===== config.mk =====
export PLATFORM = sky130hd
export DESIGN_NAME = bitmap_line_packer
export DESIGN_NICKNAME = d
export VERILOG_FILES = /design/src/rtl/bitmap_line_packer_pkg.sv /design/src/rtl/bitmap_line_packer.sv
export SDC_FILE = /design/constraint.sdc
export NUM_CORES = 1
export LEC_CHECK = 0
export ABC_AREA = 1
export CORE_MARGIN = 3
export CORE_UTILIZATION = 55
export CTS_BUF_LIST = sky130_fd_sc_hd__clkbuf_4 sky130_fd_sc_hd__clkbuf_8
export DETAILED_ROUTE_END_ITERATION = 7
export PLACE_DENSITY = 0.78
export SETUP_SLACK_MARGIN = 0.2
export SYNTH_ARGS = -nofsm -noshare
export SYNTH_HDL_FRONTEND = slang
export SYNTH_SLANG_ARGS = --single-unit

===== constraint.sdc =====
create_clock -name clock -period 20.9 [get_ports clock]
set_input_delay 2.09 -clock clock [delete_from_list [all_inputs] [get_ports clock]]
set_output_delay 2.09 -clock clock [all_outputs]
set_load 0.02 [all_outputs]

===== src/rtl/bitmap_line_packer_pkg.sv =====
// rtl/bitmap_line_packer_pkg.sv - shared defaults, address-width helper and state encoding
package bitmap_line_packer_pkg;

    localparam int IN_WIDTH_DEF   = 32;
    localparam int MEM_WIDTH_DEF  = 128;
    localparam int MEM_DEPTH_DEF  = 2048;
    localparam int WORDS_PER_LINE = MEM_WIDTH_DEF / IN_WIDTH_DEF;

    function automatic int addr_width_f(input int depth);
        int w;
        w = 0;
        while ((1 << w) < depth) w++;
        return (w < 1) ? 1 : w;
    endfunction

    typedef enum logic [1:0] {
        IDLE = 2'd0,
        LOAD = 2'd1,
        DONE = 2'd2
    } state_t;

endpackage


===== src/rtl/bitmap_line_packer.sv =====
// rtl/bitmap_line_packer.sv - packs host bitmap words MSB-first into memory lines
// Words shift in from the LSB end, so the first word of a line lands in the top bits.
module bitmap_line_packer
    import bitmap_line_packer_pkg::*;
#(
    parameter int IN_WIDTH   = IN_WIDTH_DEF,
    parameter int MEM_WIDTH  = MEM_WIDTH_DEF,
    parameter int MEM_DEPTH  = MEM_DEPTH_DEF,
    parameter int ADDR_WIDTH = addr_width_f(MEM_DEPTH)
) (
    input  logic                  clock,
    input  logic                  reset,
    input  logic                  init,
    input  logic [IN_WIDTH-1:0]   in_bitmap,
    input  logic                  in_bitmap_valid,
    input  logic                  flush,
    output logic                  mem_wr_en,
    output logic [ADDR_WIDTH-1:0] mem_wr_addr,
    output logic [MEM_WIDTH-1:0]  mem_wr_data,
    output logic [ADDR_WIDTH:0]   line_count,
    output logic                  overflow,
    output logic                  flush_done,
    output logic                  loading
);

    localparam int N     = MEM_WIDTH / IN_WIDTH;
    localparam int IDX_W = (N > 1) ? $clog2(N) : 1;

    state_t                state_q, state_d;
    logic [IDX_W-1:0]      idx_q, idx_d;
    logic [MEM_WIDTH-1:0]  shift_q, shift_d;
    logic [ADDR_WIDTH:0]   line_count_q, line_count_d;
    logic                  overflow_q, overflow_d;
    logic                  wr_en_q, wr_en_d;
    logic [ADDR_WIDTH-1:0] wr_addr_q, wr_addr_d;
    logic [MEM_WIDTH-1:0]  wr_data_q, wr_data_d;
    logic                  flush_done_q, flush_done_d;
    logic                  loading_q, loading_d;

    logic [MEM_WIDTH-1:0]  line_v;
    logic [MEM_WIDTH-1:0]  write_data;
    logic [IDX_W-1:0]      idx_v;
    logic                  write_due;

    always_comb begin
        state_d      = state_q;
        idx_d        = idx_q;
        shift_d      = shift_q;
        line_count_d = line_count_q;
        overflow_d   = overflow_q;
        wr_en_d      = 1'b0;
        wr_addr_d    = wr_addr_q;
        wr_data_d    = wr_data_q;
        flush_done_d = 1'b0;
        loading_d    = loading_q;
        line_v       = shift_q;
        idx_v        = idx_q;
        write_due    = 1'b0;
        write_data   = '0;

        if (init) begin
            state_d      = LOAD;
            loading_d    = 1'b1;
            idx_d        = '0;
            shift_d      = '0;
            line_count_d = '0;
            overflow_d   = 1'b0;
        end else if (state_q == LOAD) begin
            if (in_bitmap_valid) begin
                line_v = {shift_q[MEM_WIDTH-IN_WIDTH-1:0], in_bitmap};
                idx_v  = idx_q + 1'b1;
                if (idx_q == IDX_W'(N - 1)) begin
                    write_due  = 1'b1;
                    write_data = line_v;
                    idx_v      = '0;
                    line_v     = '0;
                end
            end
            idx_d   = idx_v;
            shift_d = line_v;

            // A word completing a line on the flush edge already wrote it, so no pad write.
            if (flush && !write_due && idx_v != '0) begin
                write_due  = 1'b1;
                write_data = line_v << ((N - int'(idx_v)) * IN_WIDTH);
            end

            if (write_due) begin
                if (line_count_q == (ADDR_WIDTH + 1)'(MEM_DEPTH)) begin
                    overflow_d = 1'b1;
                end else begin
                    wr_en_d      = 1'b1;
                    wr_addr_d    = line_count_q[ADDR_WIDTH-1:0];
                    wr_data_d    = write_data;
                    line_count_d = line_count_q + 1'b1;
                end
            end

            if (flush) begin
                state_d      = DONE;
                loading_d    = 1'b0;
                flush_done_d = 1'b1;
            end
        end
    end

    always_ff @(posedge clock or posedge reset) begin
        if (reset) begin
            state_q      <= IDLE;
            idx_q        <= '0;
            shift_q      <= '0;
            line_count_q <= '0;
            overflow_q   <= 1'b0;
            wr_en_q      <= 1'b0;
            wr_addr_q    <= '0;
            wr_data_q    <= '0;
            flush_done_q <= 1'b0;
            loading_q    <= 1'b0;
        end else begin
            state_q      <= state_d;
            idx_q        <= idx_d;
            shift_q      <= shift_d;
            line_count_q <= line_count_d;
            overflow_q   <= overflow_d;
            wr_en_q      <= wr_en_d;
            wr_addr_q    <= wr_addr_d;
            wr_data_q    <= wr_data_d;
            flush_done_q <= flush_done_d;
            loading_q    <= loading_d;
        end
    end

    assign mem_wr_en   = wr_en_q;
    assign mem_wr_addr = wr_addr_q;
    assign mem_wr_data = wr_data_q;
    assign line_count  = line_count_q;
    assign overflow    = overflow_q;
    assign flush_done  = flush_done_q;
    assign loading     = loading_q;

endmodule


Word level (Yosys, flattened, before mapping). Index checks and enable logic that the tools add are counted.

Bits in registers: 287. Word-level logic and storage cells: 75.

Add/sub/neg operators: 3. Equal/unequal tests: 4. Shift-type cells: 1. Mux-type cells: 43. Bitwise operators: 2. Reduce and logical (&&, ||, !) cells: 12.

Operators by type and width (count): two-way mux 128 bit (9); << shifter 128 x 32 -> 128 bit (1); two-way mux 12 bit (4); two-way mux 1 bit (21); two-way mux 2 bit (9); adder 12 x 1 -> 12 bit (second input constant) (1); equality test 12 bit (second input constant) (1); nonzero test 2 bit (5); AND reduction 3 bit (2); AND reduction 4 bit (1); subtractor 3 x 2 -> 4 bit (first input constant) (1); adder 2 x 1 -> 2 bit (second input constant) (1); equality test 2 x 1 -> 1 bit (second input constant) (1); equality test 2 bit (second input constant) (1); logical AND 1 bit (2); != test 2 bit (second input constant) (1); inverter 1 bit (2); AND reduction 2 bit (1); logical NOT 1 bit (1).

Depth between registers and ports, before layout. Gate-level depths: netlist (run 1).

Word-level depth: 14. Depth in mapped cells: 18. Gate-level depth less buffers: 13.

Least setup slack after synthesis (run 1). Ideal clock, no wire load.

Kind: input to register. From: input in_bitmap_valid. To: register wr_data_q[102], in the netlist mem_wr_data[102]. Setup time: 0.065 ns. Arrival: 4.001 ns. Required time: 20.835 ns. Setup slack: 16.834 ns. Stages on the path: 15. Path buffers: 5. Path through: buf_4 > inv_4 > nand2_1 > nand2_2 > buf_4 > buf_2 > ha_1 > clkbuf_1 > inv_1 > nor2_1 > buf_2 > nand3_1 > nand3_1 > nand2_1 > nand2_1.

Cells in the longest elaborated chain, start to end: 10. Elaborated cells on any way between the ends: 21. Those cells by class: add/sub (1); shift (1); mux (14); reduce/logical (5).

RTL lines: start, declared (RTL line bitmap_line_packer.sv:15) `input logic in_bitmap_valid,`; branches (longest 10 deep; another with subtractor 3 x 2 -> 4 bit); end signal, assigned (RTL line bitmap_line_packer.sv:127) `wr_data_q <= wr_data_d;`; end, declared (RTL line bitmap_line_packer.sv:36) `logic [MEM_WIDTH-1:0] wr_data_q, wr_data_d;`.

Parallel ways; which one is timed is not known. The select of a mux whose other input is x is not followed. A chain may end at the register's enable or synchronous reset.

Worst setup path in the final report (run 1).
From: input in_bitmap_valid. To: register wr_data_q[43], in the netlist mem_wr_data[43].

Same word-level chain as after synthesis.

==> flow_summary.yaml, run 1 <==
setup_path:
  r2r-start: "idx_q[0]$_DFFE_PP0P_"
  path_max_fanout: 99
  critPathTopFamily: "buffers and inverters"
  path_class: "input port to flip-flop"
  cp.arrival_ns: 6.58
  crit_top_cell: "nand2_1"
  reg2reg_depth: 14
  crit_required_ns: 21.40
  endpoint_kind: "flip-flop"
  path_cells: "buf_4 -> inv_4 -> nand2_1 -> nand2_4 -> ha_2 -> inv_1 -> nand2_1 -> nand2_1 -> nand2_1 -> inv_2 -> nand3_4 -> clkinv_2 -> buf_4 -> nand2_1 -> nand2_1"
  cp_slowest_cell: "buf_4"
  r2r-end: "mem_wr_data[43]$_DFFE_PP0P_"
  r2r_slack_ns: 16.38
  max_stage_delay_ns: 0.82
  critical_path_buf_inv_count: 6
  startpoint_type: "input port"
sta:
  setup_tns_ns: 0
  setup_slack_ns: 14.82
  hold_viol: 0
  fin_crit_ns: 6.08
  post-route-period-util_pct: 29.1
  slew_headroom_pct: 16.2
  rsz0062_at_grt: "no"
  finalSetupViolCount: 0
  fmax_mhz: 165
  slew_viol_final: 0
  clock_skew_ns: 0.0268
  worst_slew_pin_slew_ns: 1.26
  fin_hold_ws_ns: 0.476
power_and_ir_drop:
  vdd_drop_max_mv: 0.0654
  p_seq_share_pct: 36.2
  power_density_nw_per_um2: 95.0
  p_sw_w: 0.000701
  leakagePower_nw: 9.90
  p_sw_share_pct: 37.1
  p_int_w: 0.00119
  power.share.clock_pct: 29.9
  pwr-share-comb_pct: 33.9
floorplan:
  start_util_pct: 56.6
  ios: 192
  num_rows: 63
  die_h_um: 182
  fp.dieW_um: 182
  dieArea_um2: 33200
  core_region_area_um2: 30100
hold_path:
  hold_start: "mem_wr_data[22]$_DFFE_PP0P_"
  hold_class: "flip-flop to flip-flop"
  hold_end: "mem_wr_data[22]$_DFFE_PP0P_"
  hold_path_depth: 2
clocking:
  clock_latency_ns: 0.58
  cts_resized: 0
  clk_pin_slew_ns: 0.06
  cts_buffers: 49
  cts-root-buf: "clkbuf_8"
  cts_tree: "built"
  ctsHoldBuffers: 0
  clock_path_buffers: 3
  post-cts-setup-buffers: 0
  htree_levels: 2
  cts.sinks: 286
yosys:
  ys_warn_count: 0
  synth_async_sr_flop_share_pct: 100
  synth_seq_area_share_pct: 42.0
  syn_area_per_cell_um2: 6.72
  synth_cell_types: 28
  synth_area_leaders: "dfrtp_1 (42%), nand2_1 (22%), nand3_1 (16%), nor2_1 (3.4%), o21ai_0 (2.7%)"
  synth_flop_cell: "dfrtp_1"
  syn_nets: 2579
  yosys.area.top_type: "dfrtp_1"
  synth_edf_count: 0
  syn_area_um2: 17100
  synth_top_area_share_pct: 42.0
  syn_inst: 2537
  ys_ff_latch: 286
routing:
  dr.first_iter.drc_count: 2298
  ant_nets: 0
  route.layer.met1.wl_mm: 21.1
  route.met3.wl_mm: 4.83
  dr_total_vias: 17807
  post_drt_wl_per_cell_um: 17.2
  routed_wl_mm: 52.2
  first_pass_iters: 6
  viasPerCell: 5.86
  maxUsedRoutingLayer: "met4"
  wl_met2_mm: 24.9
  drc: 0
grt:
  grt_overflow_total: 0
  grt_pass1_vias: 16675
  grt_pass1_wl_mm: 85.1
  track_usage_pct: 30.7
  grt_max_degree: 160
  antenna_found_initial: 0
cells_and_area:
  instances_no_fill: 3037
  layout_common_cells: "nand2_1 (983), nand3_1 (555), dfrtp_1 (286)"
  layout-drive-gt1-share_pct: 4.91
  final_common_cell: "nand2_1"
  antenna_cells: 0
  layout-area-overhead-vs-synth_pct: 16.7
  fin_nets: 2652
  fill_cells: 2686
placement:
  portBuffers: 191
  placedCellCount: 2949
  dp_hpwl_mm: 30.1
  pre_cts_slack_ns: 14.32
  gp_congestion: 0.879
job:
  max-cap-violations: 0
status:
  outcome: "finished clean"
-- worst register-to-register path, delay by kind of cell (launching register included) --
| family | cells | cell delay (ns) |
|---|---|---|
| adders and majority gates | 1 | 0.41 |
| DFF | 1 | 0.41 |
| and+or+nand+nor | 8 | 1.82 |
| buffers and inverters | 5 | 1.80 |
-- worst max path at each step --
| stage | startpoint | end | slack (ns) | cells past startpoint |
|---|---|---|---|---|
| floorplan | reset | flush_done$_DFF_PP0_ | 10.92 | 1 |
| global placement | in_bitmap_valid | line_count[1]$_DFFE_PP0P_ | 14.45 | 15 |
| detailed placement | in_bitmap_valid | mem_wr_data[43]$_DFFE_PP0P_ | 14.32 | 15 |
| CTS | in_bitmap_valid | mem_wr_data[43]$_DFFE_PP0P_ | 14.91 | 15 |
| global route | in_bitmap_valid | mem_wr_data[29]$_DFFE_PP0P_ | 14.47 | 15 |
| finish | in_bitmap_valid | mem_wr_data[43]$_DFFE_PP0P_ | 14.82 | 15 |
-- area by class of cell --
| class | instances | area [µm²] | share of cell area (%) |
|---|---|---|---|
| Tap cell | 390 | 488 | 2.45 |
| Multi-Input combinational cell | 1968 | 8720 | 43.8 |
| Clock inverter | 16 | 183 | 0.918 |
| Inverter | 95 | 377 | 1.89 |
| Sequential cell | 286 | 7160 | 36.0 |
| Clock buffer | 72 | 916 | 4.60 |
| Timing Repair Buffer | 210 | 2060 | 10.4 |
-- cells by family after synthesis --
group | Yosys count | synth area share (%)
compound gates | 186 | 5.96
xor+xnor | 7 | 0.359
fa+ha+maj | 5 | 0.367
buf+inv | 283 | 7.12
flops | 286 | 42.0
simple gates | 1770 | 44.2
-- sequential cells by signal, summed over array words and instances, names as in the netlist --
name,flops
flush_done,1
mem_wr_en,1
mem_wr_data,128
overflow,1
idx_q,2
line_count,12
shift_q,128
mem_wr_addr,11
state_q,2
-- synth_stat cells, types with 6 or more instances --
master / n
buf_1: 11
a21oi_1: 33
xor2_1: 6
nor2_1: 154
nand3_1: 555
buf_4: 11
and2_1: 32
a21boi_0: 32
clkbuf_1: 89
dfrtp_1: 286
buf_2: 75
inv_1: 86
o21ai_0: 91
inv_2: 8
nand2_1: 986
nand4_1: 35
o21ai_1: 26
-- metrics by stage --
| step | util, % | power, W | instance area [µm²] |
|---|---|---|---|
| after floorplan | - | 0.00108 | 17100 |
| after global placement | 62.4 | 0.00132 | 18800 |
| after detailed placement | 62.4 | 0.00133 | 18800 |
| after CTS | 66.1 | 0.00189 | 19900 |
| after global routing | 66.1 | 0.00199 | 19900 |
| final | 66.1 | 0.00189 | 19900 |
-- layer usage --
layer  track usage, %  vias up
li1                 -     8401
met1             41.9     8323
met2             50.2      952
met3             4.76      131
met4             10.9        0
met5                0        -
-- power by group through the flow --
stage               registers [W]  clock network (W)  logic (W)
floorplan                0.000769                  0   0.000307
global placement         0.000693                  0   0.000627
detailed placement       0.000694                  0   0.000635
CTS                      0.000686           0.000572   0.000637
global route             0.000696           0.000600   0.000697
finish                   0.000685           0.000565   0.000641
(Power assumes the default switching activity.)
==> run 2, diff against run 1 <==
- clock period: 20.9 -> 5.85 ns (I/O delays scaled with it)
==> run 2 against run 1 <==
  * Combinational power grew to 3.6 times the previous value
  * Critical path depth fell by 4
  * Clock skew shrank 0.0083 ns
  * First-iteration DRC count up 7.9%
  * Total power grew to 3.6 times the previous value
  * Die area stayed put
  * Sequential share of layout area shrank 0.22 points
  * Register-to-register slack worse by 14 ns
  * Largest power group unchanged
==> flow_summary.yaml, run 2 (synthesized netlist as in run 1, its figures left out) <==
sta:
  worst_slew_pin_slew_ns: 1.32
  rsz0062_at_grt: "no"
  slew_headroom_pct: 11.7
  finalSetupViolCount: 0
  fmax_mhz: 252
  fin_crit_ns: 3.96
  clock_skew_ns: 0.0186
  hold_viol: 0
  setup_tns_ns: 0
  post-route-period-util_pct: 67.7
  slew_viol_final: 0
floorplan:
  start_util_pct: 56.6
  fp.dieW_um: 182
  die_h_um: 182
  dieArea_um2: 33200
  num_rows: 63
  core_region_area_um2: 30100
  ios: 192
setup_path:
  reg2reg_depth: 11
  crit_required_ns: 6.36
  path_cells: "buf_4 -> inv_4 -> nand2_1 -> o21ai_0 -> ha_2 -> inv_1 -> nor2_4 -> nand3_1 -> nand3_1 -> nand2_1 -> nand2_1"
  startpoint_type: "input port"
  critPathTopFamily: "simple AND/OR/NAND/NOR gates"
  cp.depth: 11
  endpoint_kind: "flip-flop"
  cp_slowest_cell: "ha_2"
  path_class: "input port to flip-flop"
  path_max_fanout: 49
  critical_path_buf_inv_count: 3
  r2r_slack_ns: 2.03
  max_stage_delay_ns: 1.01
  crit_top_cell: "nand2_1"
  cp.arrival_ns: 4.47
cells_and_area:
  design_area_um2: 20000
  layout-area-overhead-vs-synth_pct: 17.4
  layout-drive-gt1-share_pct: 5.20
  layout_common_cells: "nand2_1 (983), nand3_1 (555), dfrtp_1 (286)"
  final_common_cell: "nand2_1"
  fin_nets: 2657
routing:
  dr.first_iter.drc_count: 2479
  ant_nets: 0
  routed_wl_mm: 53.9
  first_pass_iters: 6
  drc: 0
  post_drt_wl_per_cell_um: 17.7
  viasPerCell: 5.94
  dr_total_vias: 18106
clocking:
  clock_latency_ns: 0.57
  cts_buffers: 50
  clock_path_buffers: 3
  cts-root-buf: "clkbuf_8"
  htree_levels: 2
  ctsHoldBuffers: 0
  cts_tree: "built"
  clk_pin_slew_ns: 0.06
  cts_resized: 0
  post-cts-setup-buffers: 0
  cts.sinks: 286
hold_path:
  hold_path_depth: 2
  hold_class: "flip-flop to flip-flop"
grt:
  grt_overflow_total: 0
  track_usage_pct: 31.7
  grt_pass1_vias: 17068
  antenna_found_initial: 1
  grt_max_degree: 201
  grt_pass1_wl_mm: 87.5
placement:
  gp_congestion: 0.894
  post_dp_cell_area_um2: 18900
  dp_hpwl_mm: 30.5
  portBuffers: 191
power_and_ir_drop:
  power_w: 0.00688
  power_density_nw_per_um2: 343
  leakagePower_nw: 9.96
  vdd_drop_max_mv: 0.246
job:
  max-cap-violations: 0
status:
  outcome: "finished clean"
## run 2: changes by cell type in the layout (fill, tap and decap cells not counted), sizes merged
cell and delta:
diode +1, inv -1, buf +4, clkinv -6, bufinv -3, clkbuf +14
## run 2: final timing paths
| kind | start | to |
|---|---|---|
| max reg2reg | line_count[0]$_DFFE_PP0P_ | mem_wr_data[83]$_DFFE_PP0P_ |
| max | in_bitmap_valid | mem_wr_data[124]$_DFFE_PP0P_ |
| min in group asynchronous | reset | mem_wr_addr[4]$_DFFE_PP0P_ |
| max in group asynchronous | reset | mem_wr_data[71]$_DFFE_PP0P_ |
| min | mem_wr_data[44]$_DFFE_PP0P_ | mem_wr_data[44]$_DFFE_PP0P_ |
| min reg2reg | mem_wr_data[44]$_DFFE_PP0P_ | mem_wr_data[44]$_DFFE_PP0P_ |
## run 2: layout make-up
cell class / count / area (µm²)
Sequential cell: 286 / 7160
Inverter: 95 / 373
Timing Repair Buffer: 214 / 2120
Clock inverter: 6 / 55.1
Clock buffer: 86 / 1110
Multi-Input combinational cell: 1968 / 8720
Antenna cell: 1 / 2.50
Fill cell: 2712 / 10100
Tap cell: 390 / 488
## run 2: through the flow
step	worst slack, ns	instances	hold slack, ns	utilization, %
floorplan	1.47	2537	0.478	-
global placement	1.57	2953	0.463	62.6
detailed placement	1.48	2953	0.465	62.6
CTS	2.06	3045	0.481	66.5
global route	1.77	3045	0.495	66.5
finish	1.89	3046	0.477	66.5
## run 2: tightest hold or removal path, stage by stage, from the launching register on
cell	delay [ns]
dfrtp_1	0.34
nand2_1	0.05
nand2_1	0.05
## run 2: per-layer routing
metal | up-vias | part of all wire, % | track usage, % | wire length (µm)
met5 | - | 0 | 0 | 0
met4 | 0 | 3.2 | 12.4 | 1740
met3 | 161 | 10 | 5.04 | 5360
met2 | 1108 | 46 | 49.6 | 24900
met1 | 8413 | 41 | 44.6 | 21800
li1 | 8424 | - | - | -
## run 2: power breakdown
group	switching, W	internal (W)	total, W
clock network	0.000862	0.00124	0.00210
registers	0.000217	0.00226	0.00247
logic	0.00148	0.000821	0.00231
==> run 3, diff against run 2 <==
- CORE_UTILIZATION: 55 -> 53
- PLACE_DENSITY: 0.78 -> 0.79
- clock period: 5.85 -> 3.51 ns (I/O delays scaled with it)
==> run 3 against run 2 <==
  * Cell count up 0.76%
  * Routed wire length up 2.9%
  * Non-clock buffer count up 13
  * Highest routed layer unchanged
  * Utilization down 3.0 points
  * Largest power group unchanged
  * Die area up 3.6%
  * Sequential cell count unchanged
  * Worst hold slack worse by 0.39 ns
  * Critical path depth unchanged
  * Cell area up 0.31%
  * Register-to-register slack worse by 1.4 ns
==> flow_summary.yaml, run 3 (synthesized netlist as in run 1, its figures left out) <==
cells_and_area:
  fill_cells: 2789
  instances_no_fill: 3069
  layout_common_cells: "nand2_1 (983), nand3_1 (555), dfrtp_1 (286)"
  multi_input_area_um2: 8720
  ff_latch_area_um2: 7160
  final_common_cell: "nand2_1"
  fin_nets: 2671
  layout-drive-gt1-share_pct: 5.59
  layout-area-overhead-vs-synth_pct: 17.8
clocking:
  htree_levels: 2
  cts.sinks: 286
  cts_tree: "built"
  ctsHoldBuffers: 0
  cts_buffers: 51
  post-cts-setup-buffers: 0
  cts_resized: 0
  clock_latency_ns: 0.59
  clock_path_buffers: 3
  cts-root-buf: "clkbuf_8"
  clk_pin_slew_ns: 0.06
power_and_ir_drop:
  power_w: 0.0114
  leakagePower_nw: 9.99
  power_density_nw_per_um2: 566
  vdd_drop_max_mv: 0.374
setup_path:
  max_stage_delay_ns: 0.57
  cp_slowest_cell: "inv_1"
  critical_path_buf_inv_count: 3
  r2r-end: "mem_wr_data[93]$_DFFE_PP0P_"
  reg2reg_depth: 11
  crit_top_cell: "nor2_1"
  critPathTopFamily: "buffers and inverters"
  path_max_fanout: 19
  cp.arrival_ns: 3.42
  path_cells: "ha_1 -> o21ai_0 -> ha_2 -> inv_1 -> nand3_1 -> inv_1 -> buf_4 -> nand2_1 -> nor2_1 -> nor2_1 -> nor2_1"
  r2r-start: "idx_q[0]$_DFFE_PP0P_"
  endpoint_kind: "flip-flop"
  startpoint_type: "flip-flop"
  path_class: "flip-flop to flip-flop"
  crit_required_ns: 4.01
  r2r_slack_ns: 0.60
floorplan:
  dieArea_um2: 34400
  ios: 192
  num_rows: 65
  start_util_pct: 53.9
  core_region_area_um2: 31600
  fp.dieW_um: 185
  die_h_um: 185
sta:
  fin_crit_ns: 2.91
  finalSetupViolCount: 0
  slew_viol_final: 0
  hold_viol: 0
  fmax_mhz: 343
  post-route-period-util_pct: 83.0
  worst_slew_pin_slew_ns: 1.18
  clock_skew_ns: 0.0152
  slew_headroom_pct: 21.1
  rsz0062_at_grt: "no"
  setup_tns_ns: 0
placement:
  portBuffers: 191
  dp_hpwl_mm: 31.3
  placedCellCount: 2978
  gp_congestion: 0.882
routing:
  dr_total_vias: 18385
  post_drt_wl_per_cell_um: 18.1
  routed_wl_mm: 55.4
  first_pass_iters: 6
  ant_nets: 0
  viasPerCell: 5.99
  drc: 0
  dr.first_iter.drc_count: 2621
grt:
  grt_max_degree: 162
  grt_pass1_wl_mm: 88.5
  track_usage_pct: 31.5
  grt_pass1_vias: 17612
  grt_overflow_total: 0
  antenna_found_initial: 1
job:
  max-cap-violations: 0
status:
  outcome: "finished clean"
hold_path:
  hold_class: "input port to async pin"
## run 3: changes by cell type in the layout (fill, tap and decap cells not counted)
cell      previous run  this run
clkinv_1             0         1
buf_4               21        31
clkbuf_4            11        15
clkbuf_8            75        65
buf_12               3         6
inv_1               84        83
clkinv_2             7        11
## run 3: worst max-delay path by stage
| stage | from | end | slack (ns) | cells after the start |
|---|---|---|---|---|
| 6_report | idx_q[0]$_DFFE_PP0P_ | mem_wr_data[93]$_DFFE_PP0P_ | 0.60 | 11 |
| 4_1_cts | idx_q[0]$_DFFE_PP0P_ | mem_wr_data[106]$_DFFE_PP0P_ | 0.67 | 9 |
| 5_1_grt | idx_q[0]$_DFFE_PP0P_ | mem_wr_data[93]$_DFFE_PP0P_ | 0.41 | 11 |
| 2_1_floorplan | reset | flush_done$_DFF_PP0_ | -0.63 | 1 |
| 3_3_place_gp | in_bitmap_valid | mem_wr_data[6]$_DFFE_PP0P_ | 0.75 | 10 |
| 3_5_place_dp | idx_q[0]$_DFFE_PP0P_ | mem_wr_data[106]$_DFFE_PP0P_ | 0.67 | 9 |
## run 3: routing by layer
metal | track usage, % | vias up | wire, µm
li1 | - | 8457 | -
met1 | 42.8 | 8543 | 22000
met2 | 50.2 | 1194 | 25400
met3 | 5.16 | 191 | 5940
met4 | 13.5 | 0 | 2030
met5 | 0 | - | 0
## run 3: power by group
group | switching, W | total [W] | leakage, nW | internal, W
clock | 0.00143 | 0.00332 | 0.586 | 0.00189
combinational | 0.00252 | 0.00391 | 5.54 | 0.00138
sequential | 0.000379 | 0.00414 | 3.87 | 0.00376
total | 0.00433 | 0.0114 | 9.99 | 0.00703
## run 3: worst reg2reg max path: stages, from the launching register on
cell,delay [ns]
dfrtp_1,0.44
ha_1,0.30
o21ai_0,0.12
ha_2,0.21
inv_1,0.08
nand3_1,0.20
inv_1,0.57
buf_4,0.48
nand2_1,0.10
nor2_1,0.12
nor2_1,0.09
nor2_1,0.12
## run 3: final cells by class
type                            count  share of cell area (%)
Timing Repair Buffer              227                    11.2
Tap cell                          402                    2.50
Clock buffer                       80                    5.01
Inverter                           95                    1.86
Clock inverter                     10                   0.374
Multi-Input combinational cell   1968                    43.4
Sequential cell                   286                    35.6
Antenna cell                        1                  0.0125
## run 3: metrics by stage
| step | cell area, µm² | setup slack, ns | hold WS (ns) | util (%) |
|---|---|---|---|---|
| 4_1_cts | 20100 | 0.666 | 0.0702 | 63.5 |
| 6_report | 20100 | 0.597 | 0.0841 | 63.5 |
| 3_3_place_gp | 19000 | 0.748 | 0.462 | 60.1 |
| 3_5_place_dp | 19000 | 0.667 | 0.466 | 60.1 |
| 2_1_floorplan | 17100 | -0.632 | 0.478 | - |
| 5_1_grt | 20100 | 0.408 | 0.111 | 63.5 |
==> RTL change: new RTL, settings of run 3 <==
`MEM_WIDTH_DEF`: 128 -> 64.
--- a/src/rtl/bitmap_line_packer_pkg.sv
+++ b/src/rtl/bitmap_line_packer_pkg.sv
@@ -2,7 +2,7 @@
 package bitmap_line_packer_pkg;
 
     localparam int IN_WIDTH_DEF   = 32;
-    localparam int MEM_WIDTH_DEF  = 128;
+    localparam int MEM_WIDTH_DEF  = 64;
     localparam int MEM_DEPTH_DEF  = 2048;
     localparam int WORDS_PER_LINE = MEM_WIDTH_DEF / IN_WIDTH_DEF;
 
Interface: changed (resized mem_wr_data); port bits go from 192 to 128. The function was not compared with the original's and may differ.
==> RTL change against run 3 <==
Cell area down 60%. Worst setup slack better by 460 ps. Power down 64%. Sequential power down 60%. Wire length down 69%. Area after synthesis down 63%. Final cell count down 66%. Sequential cell count down 161. Critical endpoint is now mem_wr_data[13]. Highest routed layer unchanged.
==> RTL change: results (changes against run 3) <==
* Outcome: finished clean (unchanged)
* Post-Route Hold Slack at 400 ps (was 84.1 ps)
* Area of the multi-input gates at 2490 um2 (was 8720 um2)
* Overall power at 4.13 mW (was 11.4 mW)
* Max-slew headroom at 46.7% (was 21.1%)
* Combinational Power at 965 uW (was 3.91 mW)
* Final wirelength at 16.9 mm (was 55.4 mm)
* Largest net degree at the start of global routing at 65 (was 162)
* Final nets at 940 (was 2671)
* Mapped Cells at 796 (was 2537)
* Initial antenna violation count at 0 (was 1)
* Instance area at placement at 7510 um2 (was 19000 um2)
* Flop-to-flop setup slack at 1050 ps (was 600 ps)
* Finished Layout Cells at 1056 (was 3069)
* H-tree depth at 4 (was 2)
* Register area share after synthesis at 50.1% (was 42.0%)
* GRT Overall Usage at 26.6% (was 31.5%)
* Num CTS Buffers at 17 (was 51)
* Cell count of the worst reg-to-reg path at 8 (was 11)
* Minimum clock period at 2460 ps (was 2910 ps)
* Fraction of layout cells with a size suffix above 1 at 6.35% (was 5.59%)
* Wire length on met2 at 8.58 mm (was 25.4 mm)
* Static Leakage at 3.96 nW (was 9.99 nW)
* R2R Path Start: state_q[1] (was idx_q[0])
* GRT met2 Usage at 44.8% (was 50.2%)
* M1 GR Usage at 34.6% (was 42.8%)
* End of the critical path: mem_wr_data[13] (was mem_wr_data[93])
* WL met1 at 7.13 mm (was 22.0 mm)
* Skew-Pair Late Insertion Delay at 430 ps (was 590 ps)
* Fillers at 940 (was 2789)
* Clock Skew at 10.6 ps (was 15.2 ps)
* Gpl congestion at 0.790 (was 0.882)
* IO buf count at 127 (was 191)
* Dpl cells at 1024 (was 2978)
* Antenna Cells at 0 (was 1)
* Synth Area in Compound Gates at 16.3% (was 5.96%)
* CP max FO at 41 (was 19)
* Clock transition at the registers of the reported paths at 80 ps (was 60 ps)
* Wire length of the first global-routing pass at 28.2 mm (was 88.5 mm)
* Synthesized net count at 836 (was 2579)
==> RTL change: cell count changes after synthesis, sizes merged, moves of 67 or more <==
cell           run 3  this run
nand3            557        44
clkbuf            89        22
nor2             155        80
nand2            988       207
dfrtp            286       125
buf               99        32
==> RTL change: area by class of cell <==
class	count	area share [%]
clock buffers	26	4.01
clock inverters	6	1.94
repair buffers	139	17.1
flip-flops and latches	125	39.2
multi-input cells	528	31.2
well taps	143	2.24
inverters	89	4.25
==> RTL change: logic make-up (layout without fill, tap and decap cells) <==
| kind of cell | count (synthesis) | in the layout |
|---|---|---|
| xor gates and xnor gates | 1 | 1 |
| buffers and inverters | 143 | 260 |
| adders and majority gates | 3 | 3 |
| AOI/OAI and AO/OA | 180 | 180 |
| DFF | 125 | 125 |
| and+or+nand+nor | 344 | 344 |
==> RTL change: critical path, cell delays in order (launching register included) <==
cell and delay [ps]:
dfrtp_1 450, nor2_8 470, nand2_1 150, clkinv_1 100, nand2_4 240, nor2_4 340, buf_4 420, nand2_1 120
nand2_1 90
